`src/rtl/vram_arbiter.sv`:
```
// rtl/vram_arbiter.sv - CHIP-8 system RAM arbiter between video fetch and CPU
//
// Purpose: shares one sync-read (1-cycle latency) single-port RAM between the
// pixel fetch path and the CPU. Video owns the RAM during active display; the
// CPU is served freely in blanking, and a starvation counter steals one video
// slot after MAX_WAIT cycles of CPU waiting.
//
// Ports:
//   clk, reset          clock, asynchronous active-high reset
//   video_on, vid_addr  video fetch request (one byte address per pixel)
//   vid_data            byte for the previous cycle's vid_addr
//   cpu_req/we/addr/wdata  CPU request, held stable until cpu_grant
//   cpu_grant           combinational; CPU access presented to RAM this cycle
//   cpu_rdata/rvalid    CPU read return, one cycle after the read grant
//   mem_addr/we/wdata   RAM request side
//   mem_rdata           RAM read data, one cycle after mem_addr
module vram_arbiter #(
  parameter int ADDR_W   = 12,
  parameter int MAX_WAIT = 15
) (
  input  logic              clk,
  input  logic              reset,
  input  logic              video_on,
  input  logic [ADDR_W-1:0] vid_addr,
  output logic [7:0]        vid_data,
  input  logic              cpu_req,
  input  logic              cpu_we,
  input  logic [ADDR_W-1:0] cpu_addr,
  input  logic [7:0]        cpu_wdata,
  output logic              cpu_grant,
  output logic [7:0]        cpu_rdata,
  output logic              cpu_rvalid,
  output logic [ADDR_W-1:0] mem_addr,
  output logic              mem_we,
  output logic [7:0]        mem_wdata,
  input  logic [7:0]        mem_rdata
);

  typedef enum logic [1:0] {IDLE, VID, CPU_RD, CPU_WR} owner_t;

  owner_t     owner_q;
  owner_t     owner_d;
  logic [7:0] wait_cnt;
  logic [7:0] vid_hold;
  logic       steal;
  logic       cpu_win;

  assign steal = (wait_cnt == 8'(MAX_WAIT));

  // Reset gates the win so no write or grant can leak out while reset is high.
  assign cpu_win = cpu_req & (~video_on | steal) & ~reset;

  assign cpu_grant = cpu_win;
  assign mem_addr  = cpu_win ? cpu_addr : vid_addr;
  assign mem_we    = cpu_win & cpu_we;
  assign mem_wdata = cpu_win ? cpu_wdata : 8'h00;

  always_comb begin
    owner_d = IDLE;
    if (cpu_win)
      owner_d = cpu_we ? CPU_WR : CPU_RD;
    else if (video_on)
      owner_d = VID;
  end

  assign cpu_rdata = mem_rdata;

  // When the previous slot was not a video read (stolen or idle), repeat the
  // last byte shown so the pixel stream never sees CPU data.
  assign vid_data = (owner_q == VID) ? mem_rdata : vid_hold;

  always_ff @(posedge clk or posedge reset) begin
    if (reset) begin
      owner_q    <= IDLE;
      cpu_rvalid <= 1'b0;
      wait_cnt   <= 8'h00;
      vid_hold   <= 8'h00;
    end else begin
      owner_q    <= owner_d;
      cpu_rvalid <= (owner_d == CPU_RD);
      vid_hold   <= vid_data;
      if (cpu_win || !cpu_req)
        wait_cnt <= 8'h00;
      else if (!steal)
        wait_cnt <= wait_cnt + 8'd1;
    end
  end

endmodule

```
`config.mk`:
```
export PLATFORM = sky130hd
export DESIGN_NAME = vram_arbiter
export DESIGN_NICKNAME = d
export VERILOG_FILES = /design/src/rtl/vram_arbiter.sv
export SDC_FILE = /design/constraint.sdc
export NUM_CORES = 1
export LEC_CHECK = 0
export CORE_UTILIZATION = 31
export DETAILED_ROUTE_END_ITERATION = 12
export GPL_ROUTABILITY_DRIVEN = 1
export PLACE_DENSITY = 0.81
export SLEW_MARGIN = 15
export SYNTH_ARGS = -nofsm -noshare
export SYNTH_HDL_FRONTEND = slang
export SYNTH_SLANG_ARGS = --single-unit
```
`constraint.sdc`:
```
create_clock -name clk -period 1.95 [get_ports clk]
set_input_delay 0.39 -clock clk [delete_from_list [all_inputs] [get_ports clk]]
set_output_delay 0.39 -clock clk [all_outputs]
set_load 0.02 [all_outputs]
```
# Yosys cells after proc, flatten, opt, wreduce, memory -nomap -nowiden
# Index checks and enable logic that the tools add are counted.
# word_totals
elab_cells,25
in_bits,45
output_inout_bits,39
regBits,19
# classes
n_addsub,1
eq_ne,4
n_reduce_logical,2
n_bitwise,6
mux,8
# ops
op,n
2-to-1 mux 8 bit,4
2-to-1 mux 12 bit,1
adder 8 x 1 -> 8 bit (second input constant),1
equality test 8 x 4 -> 1 bit (second input constant),1
bitwise AND 1 bit,3
equality test 2 x 1 -> 1 bit (second input constant),1
equality test 2 bit (second input constant),1
2-to-1 mux 1 bit,2
2-to-1 mux 2 bit,1
!= test 2 x 1 -> 1 bit (second input constant),1
NOT 1 bit,2
zero test 1 bit,1
logical OR 1 bit,1
bitwise OR 1 bit,1

# Logic depth before layout (Yosys ltp)
# depth
ltp_word,6
mapped_depth,5
ltp_nobuf,5

# Worst setup path before layout
# OpenSTA, ideal clock, no wires.
# synth_path
path_type,input port to output port
start,in reset
end,out mem_wdata[0]
path_slack_ns,-0.176
n_path_buf,0
arrival_ns,1.736
cell_stages,5
cell_sequence,inv_1 -> nand2_1 -> a21o_4 -> inv_1 -> and2_1
# synth_between
elab_chain_len,3
# synth_rtl
element,line_no,text
"start, declared",22,"input logic reset,"
NOT 1 bit,51,assign cpu_win = cpu_req & (~video_on | steal) & ~reset;
bitwise AND 1 bit,51,
named net cpu_grant,30,"output logic cpu_grant,"
2-to-1 mux 8 bit,56,assign mem_wdata = cpu_win ? cpu_wdata : 8'h00;
"end, declared",35,"output logic [7:0] mem_wdata,"
# The timed path passes the listed nets, and every way through them passes these cells.

# Final worst setup path
# layout_path
start,reg wait_cnt[7]
end,out mem_addr[5]
# layout_between
elab_chain_len,5
# layout_rtl
element,line_no,text
"start, declared",43,logic [7:0] wait_cnt;
"start signal, assigned",85,wait_cnt <= wait_cnt + 8'd1;
equality test 8 x 4 -> 1 bit,48,assign steal = (wait_cnt == 8'(MAX_WAIT));
bitwise OR 1 bit,51,
bitwise AND 1 bit (2 in series),51,
2-to-1 mux 12 bit,54,assign mem_addr = cpu_win ? cpu_addr : vid_addr;
"end, declared",33,"output logic [ADDR_W-1:0] mem_addr,"
# Every way passes these cells.

==> results by group <==
Clocking
  • Num CTS Buffers: 3
  • Clock root cell: clkbuf_8
  • Hold_buf cts: 0
  • Clock Pin Slew Worst Setup and Hold Paths: 60 ps
  • Sink Count: 19
  • CTS tree: done
  • Clk_lat worst skew: 260 ps
  • H-Tree Depth: 1
  • Clock Tree Buf Depth: 2

Cells and area
  • Fillcell total: 274
  • P&R area growth vs syn: 92.5%
  • Most common cell after layout, fill and taps aside: clkdlybuf4s50_1
  • Most frequent cells in the layout: 53 x clkdlybuf4s50_1, 22 x buf_6, 21 x buf_4
  • Diodes inserted: 0
  • Nets: 250
  • Area of the multi-input gates: 616 um^2
  • Layout Cells excl Fill: 249
  • Sequential Area: 475 um^2
  • Share of layout cells above drive strength 1: 46.3%

Floorplan
  • Die area: 0.00394 mm^2
  • Starting Density: 33.2%
  • Core Region: 0.00344 mm^2
  • Die extent in y: 62.7 um
  • I/O pin total: 84
  • # rows: 21
  • Die X: 62.7 um

Timing
  • Worst-margin pin slew: 332 ps
  • Setup-failing EPs final: 22
  • Fin crit share: 118%
  • Hold Fails Final Rpt: 0
  • Setup Skew: 4.94 ps
  • RSZ-0062 raised after global routing: true
  • Post-route setup slack: -353 ps
  • Slew Viols, Final: 0
  • Slew headroom: 77.7%
  • Tmin final: 2300 ps
  • Peak Freq: 0.434 GHz
  • Final hold slack: 499 ps

Run
  • Max-Cap Viols: 0

Synth
  • Post-synthesis mux area share: 23.3%
  • Flops & latches, synth: 19
  • Synth unique cells: 27
  • Post-synthesis xor/xnor area fraction: 2.30%
  • Cell area after synthesis: 0.00114 mm^2
  • Post-Syn Instances: 102
  • Ys Warns: 0
  • Share of the synthesized area in the top cell type: 41.6%
  • Sequential area share after synthesis: 41.6%
  • Leading area contributor after synthesis: dfrtp_1
  • Syn avg cell area: 11.2 um^2
  • Post-Synth Adder-Cell Area: 1.09%
  • Top cells by area, synth: dfrtp_1 42%, mux2_2 13%, mux2_4 11%, buf_4 5.3%, and2_1 4.9%
  • Net Count, Synth: 148
  • Largest family of logic cells by synthesized area: multiplexers
  • Synth Area in Compound Gates: 5.58%
  • Simple-Gate Fraction of Synth Area: 17.8%

Detailed routing
  • ANT nets after route: 0
  • Iteration-0 DRC Markers: 18
  • Vias after detailed routing: 1128
  • Residual DRC: 0
  • Post-Route WL: 3390 um
  • Vias per inst: 4.53
  • Pre-Repair DR Iteration Count: 4
  • Wirelength per Cell: 13.6 um

Power and ir drop
  • VDD IR-drop max: 0.000252 V
  • LEAKAGE: 1.00 nW
  • P per Cell Area: 495 mW/mm^2

Min path
  • Hold path start: vid_hold[3]
  • Hold Path Stages: 1
  • Hold endpoint: vid_hold[3]
  • Hold WC Path Type: reg -> reg

Setup path
  • CP Data Required Time: 1560 ps
  • Crit Reg-Reg Endpoint: wait_cnt[1]
  • Crit-path max FO: 8
  • Setup CP Type: reg -> out
  • Startpoint types: flip-flop
  • Critical Path Start: wait_cnt[7]
  • Critical path endpoint category: output pin
  • R2r setup slk: 360 ps
  • R2R depth: 5
  • Reg2reg start: wait_cnt[7]
  • Worst path arrival time: 1910 ps

GRT
  • GR Util met1: 18.1%
  • Met3 Use GR: 3.83%
  • Gr busiest metal: met2
  • First-pass GRT wire length: 5230 um
  • Total Routing Usage GR: 17.1%
  • Pin count of the biggest net entering global routing: 20
  • Grt total ovfl: 0
  • Routing usage on met2: 33.0%
  • Initial antenna violation count: 0
  • Number of global-route vias before repair: 1095

Status
  • Violated checks: setup timing
  • Outcome: complete, but fails checks

Placed design
  • RePlAce Congestion: 0.790
  • Placed Cells: 240
  • Setup WS pre-CTS: -774 ps
  • I/O Buffers: 83
  • Hpwl dp: 2670 um
## metal layers
metal	wire length (um)	up-vias
met1	1220	537
li1	-	542
met5	0	-
met3	190	2
met2	1950	47
met4	26	0
## cells by family after synthesis
group           Yosys count
compound gates           10
xor+xnor                  3
fa+ha+maj                 1
buf+inv                  13
flops                    19
mux                      21
simple gates             35
## how the worst max path moves through the flow
stage	to	depth (start not counted)
finish	mem_addr[5]	5
global route	mem_addr[7]	5
CTS	mem_addr[5]	5
detailed placement	mem_wdata[3]	7
global placement	mem_addr[2]	6
floorplan	mem_addr[10]	5
## final cells by class
cell class / count / area share, %
Tap cell: 46 / 2.62
Clock buffer: 4 / 2.05
Timing Repair Buffer: 105 / 44.6
Inverter: 3 / 0.853
Timing Repair inverter: 1 / 0.341
Multi-Input combinational cell: 71 / 28.0
Sequential cell: 19 / 21.6
## state kept, by name (all words and copies together), names as in the netlist
name        count
cpu_rvalid      1
owner_q         2
vid_hold        8
wait_cnt        8
## where the power goes
group / internal, mW / switching, mW
Clock: 0.145 / 0.124
Sequential: 0.421 / 0.00744
Combinational: 0.222 / 0.169
Total: 0.788 / 0.301
## cell usage after synthesis (all sizes together)
cell and count:
nand3 3, nand2 7, a211oi 1, mux2 21
nor3 2, ha 1, a21oi 3, dfrtp 19
and3 1, and2 9, a31oi 1, buf 9
or2 1, nor2 8, or3 1, xor2 3
o21ai 4, clkbuf 1, inv 3, nor4 1
nor2b 1, a21o 1, nand4 1
## stage by stage
stage	utilization (%)	power, mW	setup TNS [ps]	instance area [um^2]
floorplan	-	0.615	-517	1150
global placement	61.0	0.819	-14590	2100
detailed placement	61.0	0.830	-15610	2100
CTS	64.3	1.11	-7520	2210
global route	63.9	1.14	-7920	2200
finish	63.9	1.09	-6560	2200
## timing repair
item / 4_1_cts / 5_1_grt
resized for setup: 154 / 14
cloned: 2 / 0
setup endpoints to repair: 30 / 30
buffers inserted: 2 / 1
pin swaps: 10 / 5
endpoints found under the hold margin: 0 / 0
## critical path, cell delays in order, from the launching register on
cell,delay [ps]
dfrtp_1,410
nor4_4,390
nand3_4,130
a21o_4,280
mux2_4,320
buf_6,130
No activity file was read; power rests on OpenSTA's default activity.
